--- src/rtl/jvm_pkg.sv ---
// ---------------------------------------------------------------------------
// jvm_pkg
// Shared definitions for the Java bytecode front end and the stack-machine
// decode: opcode constants, the fetch FSM state type and the 256-entry
// instruction length table.
//   LEN_TABLE[op] : 2-bit length in bytes (1..3); 0 marks an opcode this
//                   hardware does not execute.
// ---------------------------------------------------------------------------
package jvm_pkg;

   // Opcodes referenced by the front end and the stack decode
   localparam logic [7:0] NOP          = 8'h00;
   localparam logic [7:0] BIPUSH       = 8'h10;
   localparam logic [7:0] SIPUSH       = 8'h11;
   localparam logic [7:0] LDC          = 8'h12;
   localparam logic [7:0] LDC_W        = 8'h13;
   localparam logic [7:0] ILOAD        = 8'h15;
   localparam logic [7:0] ISTORE       = 8'h36;
   localparam logic [7:0] IINC         = 8'h84;
   localparam logic [7:0] IFEQ         = 8'h99;
   localparam logic [7:0] GOTO         = 8'ha7;
   localparam logic [7:0] JSR          = 8'ha8;
   localparam logic [7:0] TABLESWITCH  = 8'haa;
   localparam logic [7:0] LOOKUPSWITCH = 8'hab;
   localparam logic [7:0] NEW          = 8'hbb;
   localparam logic [7:0] NEWARRAY     = 8'hbc;

   typedef enum logic [2:0] {
      ST_IDLE    = 3'd0,
      ST_FETCH0  = 3'd1,
      ST_FETCH1  = 3'd2,
      ST_VALID   = 3'd3,
      ST_ILLEGAL = 3'd4
   } jstate_t;

   // Length of one opcode; used only to build LEN_TABLE at elaboration.
   function automatic logic [1:0] f_len_of(input logic [7:0] op);
      logic [1:0] l;
      l = 2'd1;
      if (op inside {8'h10, 8'h12, [8'h15:8'h19], [8'h36:8'h3a], 8'hbc})
         l = 2'd2;
      if (op inside {8'h11, 8'h13, 8'h84, [8'h99:8'ha8], [8'hb2:8'hb8], 8'hbb})
         l = 2'd3;
      // Variable-length and unimplemented opcodes (switches, invokeinterface,
      // invokedynamic, wide, multianewarray, goto_w/jsr_w, reserved range)
      if (op inside {[8'ha9:8'hab], 8'hb9, 8'hba, 8'hc4, 8'hc5, 8'hc8, 8'hc9,
                     [8'hcb:8'hff]})
         l = 2'd0;
      return l;
   endfunction

   function automatic logic [255:0][1:0] f_build_len_table();
      logic [255:0][1:0] t;
      for (int i = 0; i < 256; i++) begin
         t[i] = f_len_of(8'(i));
      end
      return t;
   endfunction

   localparam logic [255:0][1:0] LEN_TABLE = f_build_len_table();

endpackage

--- src/rtl/jbyte_len_rom.sv ---
// ---------------------------------------------------------------------------
// jbyte_len_rom
// Combinational opcode -> instruction length lookup.
//   i_opcode : opcode byte
//   o_len    : length in bytes (1..3), 0 for an unsupported opcode
// ---------------------------------------------------------------------------
module jbyte_len_rom
   import jvm_pkg::*;
(
   input  logic [7:0] i_opcode,
   output logic [1:0] o_len
);

   assign o_len = LEN_TABLE[i_opcode];

endmodule

--- src/rtl/jbyte_fetch.sv ---
// ---------------------------------------------------------------------------
// jbyte_fetch
// Java bytecode fetch and pre-decode. Owns the JPC, fetches one or two
// 16-bit big-endian words from bytecode memory, extracts opcode and up to
// two operand bytes and presents a complete instruction to the MCU.
//   sysclk, sysreset   : clock, asynchronous active-high reset
//   bc_addr/bc_req     : word request, held stable until bc_ready
//   bc_data/bc_ready   : returned word and its strobe
//   ld_jpc/jpc_in      : absolute jump (highest priority, any state)
//   adv_br             : jpc += operand (signed), only in VALID
//   adv                : jpc += len, only in VALID
//   jpc/opcode/operand/len : current instruction
//   insn_valid/illegal : instruction ready / opcode unsupported
// ---------------------------------------------------------------------------
module jbyte_fetch
   import jvm_pkg::*;
#(
   parameter int ADDR_W = 15
) (
   input  logic              sysclk,
   input  logic              sysreset,
   output logic [ADDR_W-1:0] bc_addr,
   output logic              bc_req,
   input  logic [15:0]       bc_data,
   input  logic              bc_ready,
   input  logic              ld_jpc,
   input  logic [15:0]       jpc_in,
   input  logic              adv,
   input  logic              adv_br,
   output logic [15:0]       jpc,
   output logic [7:0]        opcode,
   output logic [15:0]       operand,
   output logic [1:0]        len,
   output logic              insn_valid,
   output logic              illegal
);

   jstate_t           r_state,      w_nxt_state;
   logic [15:0]       r_jpc,        w_nxt_jpc;
   logic [7:0]        r_opcode,     w_nxt_opcode;
   logic [7:0]        r_b1,         w_nxt_b1;
   logic [15:0]       r_operand,    w_nxt_operand;
   logic [1:0]        r_len,        w_nxt_len;
   logic              r_bc_req,     w_nxt_bc_req;
   logic [ADDR_W-1:0] r_bc_addr,    w_nxt_bc_addr;
   logic              r_insn_valid, w_nxt_insn_valid;
   logic              r_illegal,    w_nxt_illegal;

   logic              w_capture;
   logic [7:0]        w_fetch_op;
   logic [1:0]        w_rom_len;
   logic [1:0]        w_held;
   logic [7:0]        w_f1_b1;
   logic [7:0]        w_f1_b2;

   // Operand formation from the opcode, its length and the inline bytes.
   function automatic logic [15:0] f_operand(input logic [7:0] op,
                                             input logic [1:0] l,
                                             input logic [7:0] b1,
                                             input logic [7:0] b2);
      logic signed [7:0]  s_b1;
      logic signed [15:0] s_ext;
      logic [15:0]        res;
      s_b1  = b1;
      s_ext = 16'(s_b1);
      res   = 16'h0000;
      case (l)
         2'd2:    res = (op == BIPUSH) ? s_ext : {8'h00, b1};
         2'd3:    res = {b1, b2};
         default: res = 16'h0000;
      endcase
      return res;
   endfunction

   assign w_capture  = r_bc_req & bc_ready;
   // Odd JPC: opcode is the low byte and the high byte belongs to the
   // previous instruction. Even JPC: the low byte is already operand b1.
   assign w_fetch_op = r_jpc[0] ? bc_data[7:0] : bc_data[15:8];
   assign w_held     = r_jpc[0] ? 2'd1 : 2'd2;
   // Second word: odd JPC still needs b1 (hi) and possibly b2 (lo);
   // even JPC holds b1 already and needs only b2 (hi).
   assign w_f1_b1    = r_jpc[0] ? bc_data[15:8] : r_b1;
   assign w_f1_b2    = r_jpc[0] ? bc_data[7:0]  : bc_data[15:8];

   jbyte_len_rom u_len_rom (
      .i_opcode (w_fetch_op),
      .o_len    (w_rom_len)
   );

   always_comb begin
      w_nxt_state   = r_state;
      w_nxt_jpc     = r_jpc;
      w_nxt_opcode  = r_opcode;
      w_nxt_b1      = r_b1;
      w_nxt_operand = r_operand;
      w_nxt_len     = r_len;
      w_nxt_bc_req  = r_bc_req;
      w_nxt_bc_addr = r_bc_addr;

      if (ld_jpc) begin
         // Abort anything in flight; the request reissues one cycle later.
         w_nxt_jpc     = jpc_in;
         w_nxt_state   = ST_FETCH0;
         w_nxt_bc_req  = 1'b0;
         w_nxt_bc_addr = jpc_in[ADDR_W:1];
      end else begin
         case (r_state)
            ST_FETCH0: begin
               if (!r_bc_req) begin
                  w_nxt_bc_req  = 1'b1;
                  w_nxt_bc_addr = r_jpc[ADDR_W:1];
               end else if (w_capture) begin
                  w_nxt_opcode = w_fetch_op;
                  w_nxt_b1     = bc_data[7:0];
                  if (w_rom_len == 2'd0) begin
                     w_nxt_state   = ST_ILLEGAL;
                     w_nxt_bc_req  = 1'b0;
                     w_nxt_operand = 16'h0000;
                  end else if (w_held >= w_rom_len) begin
                     w_nxt_state   = ST_VALID;
                     w_nxt_bc_req  = 1'b0;
                     w_nxt_len     = w_rom_len;
                     w_nxt_operand = f_operand(w_fetch_op, w_rom_len,
                                               bc_data[7:0], 8'h00);
                  end else begin
                     // Back-to-back request for the following word.
                     w_nxt_state   = ST_FETCH1;
                     w_nxt_len     = w_rom_len;
                     w_nxt_bc_addr = r_jpc[ADDR_W:1] + ADDR_W'(1);
                  end
               end
            end
            ST_FETCH1: begin
               if (w_capture) begin
                  w_nxt_state   = ST_VALID;
                  w_nxt_bc_req  = 1'b0;
                  w_nxt_b1      = w_f1_b1;
                  w_nxt_operand = f_operand(r_opcode, r_len, w_f1_b1, w_f1_b2);
               end
            end
            ST_VALID: begin
               if (adv_br) begin
                  w_nxt_jpc   = r_jpc + r_operand;
                  w_nxt_state = ST_FETCH0;
               end else if (adv) begin
                  w_nxt_jpc   = r_jpc + 16'(r_len);
                  w_nxt_state = ST_FETCH0;
               end
            end
            default: begin
               // IDLE and ILLEGAL wait for ld_jpc.
               w_nxt_state = r_state;
            end
         endcase
      end

      w_nxt_insn_valid = (w_nxt_state == ST_VALID);
      w_nxt_illegal    = (w_nxt_state == ST_ILLEGAL);
   end

   always_ff @(posedge sysclk or posedge sysreset) begin
      if (sysreset) begin
         r_state      <= ST_IDLE;
         r_jpc        <= 16'h0000;
         r_opcode     <= 8'h00;
         r_b1         <= 8'h00;
         r_operand    <= 16'h0000;
         r_len        <= 2'd1;
         r_bc_req     <= 1'b0;
         r_bc_addr    <= '0;
         r_insn_valid <= 1'b0;
         r_illegal    <= 1'b0;
      end else begin
         r_state      <= w_nxt_state;
         r_jpc        <= w_nxt_jpc;
         r_opcode     <= w_nxt_opcode;
         r_b1         <= w_nxt_b1;
         r_operand    <= w_nxt_operand;
         r_len        <= w_nxt_len;
         r_bc_req     <= w_nxt_bc_req;
         r_bc_addr    <= w_nxt_bc_addr;
         r_insn_valid <= w_nxt_insn_valid;
         r_illegal    <= w_nxt_illegal;
      end
   end

   assign bc_addr    = r_bc_addr;
   assign bc_req     = r_bc_req;
   assign jpc        = r_jpc;
   assign opcode     = r_opcode;
   assign operand    = r_operand;
   assign len        = r_len;
   assign insn_valid = r_insn_valid;
   assign illegal    = r_illegal;

endmodule

--- config.mk ---
export PLATFORM = sky130hd
export DESIGN_NAME = jbyte_fetch
export DESIGN_NICKNAME = d
export VERILOG_FILES = /design/src/rtl/jvm_pkg.sv /design/src/rtl/jbyte_len_rom.sv /design/src/rtl/jbyte_fetch.sv
export SDC_FILE = /design/constraint.sdc
export NUM_CORES = 1
export LEC_CHECK = 0
export CAP_MARGIN = 15
export CORE_MARGIN = 2
export CORE_UTILIZATION = 31
export DETAILED_ROUTE_END_ITERATION = 10
export SYNTH_ARGS = -nofsm -noshare
export SYNTH_HDL_FRONTEND = slang
export SYNTH_HIERARCHICAL = 1
export SYNTH_SLANG_ARGS = --single-unit
--- constraint.sdc ---
create_clock -name sysclk -period 4.45 [get_ports sysclk]
set_input_delay 0.6675 -clock sysclk [delete_from_list [all_inputs] [get_ports sysclk]]
set_output_delay 0.6675 -clock sysclk [all_outputs]
set_load 0.01 [all_outputs]
==> results <==
- The level count of the clock H-tree is 3.
- The count of endpoints failing hold in the final timing report was 0.
- The number of sinks on the clock net is roughly 70.
- Static timing analysis puts the maximum clock frequency at about 0.24 GHz.
- The root buffer cell is clkbuf_16.
- The number of synthesized flops with an enable pin is 0.
- The worst setup skew after layout is 0.00726 ns.
- Of the post-synthesis cell area, the dominant cell type holds 0.340.
- The number of setup buffers added after CTS is 0.
- The routed layout has 4,791 vias.
- The initial antenna violation count is 0.
- The leakage dissipation is about 2.7 nW.
- Of all cell types, the one taking the most synthesized area is dfrtp_1.
- STA classifies the critical path endpoint as a flop.
- The count of port buffers added during placement is 97.
- Compared with the post-synthesis result, the final layout area differs by 30.1%.
- The number of detailed-route iterations in the first pass is 5.
- Sorting the synthesized cells by area gives the leading types as dfrtp_1, ha_1, mux2i_1.
- The starting density of the core is 0.314.
- At the end of routability-driven placement, the weighted congestion stood at between 0.9 and 1.
- Using the TritonRoute via totals, the vias-per-cell ratio works out to 5.32.
- For the worst setup path, the data arrival time is approximately 4.4 ns.
- The worst hold margin is between 0.4 and 0.5 ns.
- The number of nets with antenna violations after routing is 0.
- The clock passes through at most 2 buffers.
- The HPWL after detailed placement is 11,700 um.
- The global-route usage over all layers is 0.179.
- The number of different library cells in the post-synthesis netlist is 73.
- The cell count after synthesis came out at a little under 600.
- In this run, post-CTS repair resized a total of 0 instances.
- The worst-path maximum fanout is 15.
- Setup repair after global routing left no endpoint under its margin.
- The final layout contains 737 nets.
- The clock-pin slew reported for the worst setup and hold paths after clock tree synthesis is around 0.060 ns.
- Measured on the finished design, the core utilization comes to 0.408.
- The cell with the most instances after synthesis is dfrtp_1.
- Setup violations remaining at the end of the flow were counted as 0.
- The final-report max-slew violation count came to 0.
- The total wire length is roughly 15,000 um.
- In the routed design, unresolved DRC markers number 0.
- The via count of the first global-routing pass is between 4,000 and 5,000.
- In this run, post-CTS hold repair placed 0 buffers.
- Counting every net in the synthesized netlist gives 644.
- The launching element type of the critical path is a primary input.
- For this run, the leading register cell type out of synthesis is dfrtp_1.
- For this run the aggregate overflow at the end of global routing stands at 0.
- The number of core rows is 47.
- The number of primary I/O pins is between 90 and 100.
- The worst slew margin relative to its limit is 0.400.
- For this run, the number of Yosys warnings is 6.
- The flow ran to the end, and the final reports show no timing, DRC or antenna violations.
- The post-route clock period utilization is 0.928.
- The y dimension of the die is roughly 130 um.
- TritonCTS built the clock tree.
- The total power density per cell area is around 530 mW/mm2.
- Counting I/O delays and the setup requirement, the final critical path takes a little over 4 ns.
- The number of clock buffers inserted by TritonCTS is 9.
- The required time of the worst setup path is around 4.7 ns.
- The number of antenna diodes in the final layout is 0.
- The register bit count reported by yosys is 71.
- The global-route wire length before repair is 25,400 um.
- The insertion delay to the later sink of the worst-skew pair is ~0.35 ns.
- The slew of the pin with the lowest slew margin is between 0.8 and 0.9 ns.
- The full die area is 0.0177 mm2.
- The path class of the tightest hold or removal check is reg -> reg.
- Counting instances in the post-synthesis netlist gives the leading cell types as dfrtp_1, nand2_1, nor2_1.
- The average instance area after synthesis is 8.83 um2.
- The pin count of the biggest net entering global routing is 42.
- The first-iteration detailed-routing DRC count is about 330.
- The die is approximately 130 um wide.
- The total standard cell area after synthesis is slightly above 0.005 mm2.
- The proportion of synthesized flip-flops having asynchronous set or reset is 1.00.
- Across the run, the number of max-cap violations was 0.
- The peak supply drop is around 300 uV.
- Of the cells placed in the final design, the portion with a size suffix greater than 1 is 0.103.
- The startpoint-to-endpoint class of the critical path is in -> reg.
- In the final routed layout, each cell accounts on average for 17.1 um.
- The total area inside the core boundary comes to 0.0164 mm2.
- The share of the Yosys chip area taken by registers is 0.345.
[final cells by class]
type	count	area, um2
Sequential cell	71	1780
Tap cell	220	275
Fill cell	1611	9710
Clock inverter	6	108
Clock buffer	10	239
Timing Repair Buffer	115	1110
Multi-Input combinational cell	460	3120
Inverter	19	71.3
[state kept, by name, indices dropped and copies added (netlist names)]
| register | flops |
|---|---|
| bc_addr | 15 |
| bc_req | 1 |
| illegal | 1 |
| insn_valid | 1 |
| jpc | 16 |
| len | 2 |
| opcode | 8 |
| operand | 16 |
| r_b1 | 8 |
| r_state | 3 |
[power breakdown]
group / leakage [nW] / switching, W / total (W) / internal (W)
Sequential: 0.844 / 0.000283 / 0.00115 / 0.000867
Clock: 0.168 / 0.000283 / 0.000843 / 0.000560
Combinational: 1.73 / 0.000748 / 0.00156 / 0.000811
[cell usage in the layout, fill, tap and decap left out, types with 10 or more instances in the layout]
master,n
nor2_1,48
xor2_1,17
a21oi_1,42
ha_1,22
o21ai_0,39
nand2b_1,10
nand2_1,69
nand3_1,10
inv_1,16
clkdlybuf4s50_1,97
and2_1,17
mux2_2,16
dfrtp_1,70
buf_4,18
mux2i_1,26
[layer usage]
| layer | track usage | up-vias | wire length [um] |
|---|---|---|---|
| li1 | - | 2307 | - |
| met1 | 0.234 | 2292 | 6910 |
| met2 | 0.292 | 175 | 7250 |
| met3 | 0.0510 | 17 | 1080 |
| met4 | 0.0472 | 0 | 188 |
| met5 | 0 | - | 0 |
[path summary, 6_finish.rpt]
kind                                      endpoint  cells after the start                   start  slack [ns]
setup / recovery           bc_addr[12]$_DFFE_PP0P_                     14              bc_data[8]        0.32
hold / removal              bc_addr[6]$_DFFE_PP0P_                      2  bc_addr[6]$_DFFE_PP0P_        0.49
setup reg to reg           bc_addr[12]$_DFFE_PP0P_                     12      jpc[0]$_DFFE_PP0P_        0.42
hold reg to reg             bc_addr[6]$_DFFE_PP0P_                      2  bc_addr[6]$_DFFE_PP0P_        0.49
max in group asynchronous       len[0]$_DFFE_PP1P_                      3                sysreset        2.68
min in group asynchronous     insn_valid$_DFF_PP0_                      2                sysreset        0.80
[critical path, stage by stage]
cell             delay, ns
clkdlybuf4s50_1       0.42
mux2_2                0.28
inv_1                 0.11
ha_1                  0.25
or3b_1                0.36
a41o_1                0.25
a32oi_1               0.31
ha_1                  0.30
nand2b_1              0.17
a2111oi_2             0.38
o21ai_1               0.17
and2_1                0.36
a22oi_1               0.21
o21ai_0               0.11
[cell families (layout without fill, tap and decap cells)]
| logic type | Yosys count | after routing | synth area share |
|---|---|---|---|
| AOI/OAI and AO/OA | 164 | 164 | 0.215 |
| xor gates and xnor gates | 24 | 24 | 0.0408 |
| adders and majority gates | 23 | 23 | 0.0573 |
| buffers and inverters | 52 | 150 | 0.0481 |
| DFF | 71 | 71 | 0.345 |
| muxes | 43 | 43 | 0.0884 |
| and+or+nand+nor | 206 | 206 | 0.205 |
[per-stage QoR]
stage               area [um2]  total power (W)  std cells  setup TNS [ns]  worst slack [ns]
floorplan                 5150          0.00202        583               0             0.505
global placement          6350          0.00268        885               0             0.118
detailed placement        6350          0.00271        885         -0.0174           -0.0174
CTS                       6700          0.00358        901               0             0.297
global route              6700          0.00379        901               0            0.0501
finish                    6700          0.00355        901               0             0.321
(Power assumes the default switching activity.)
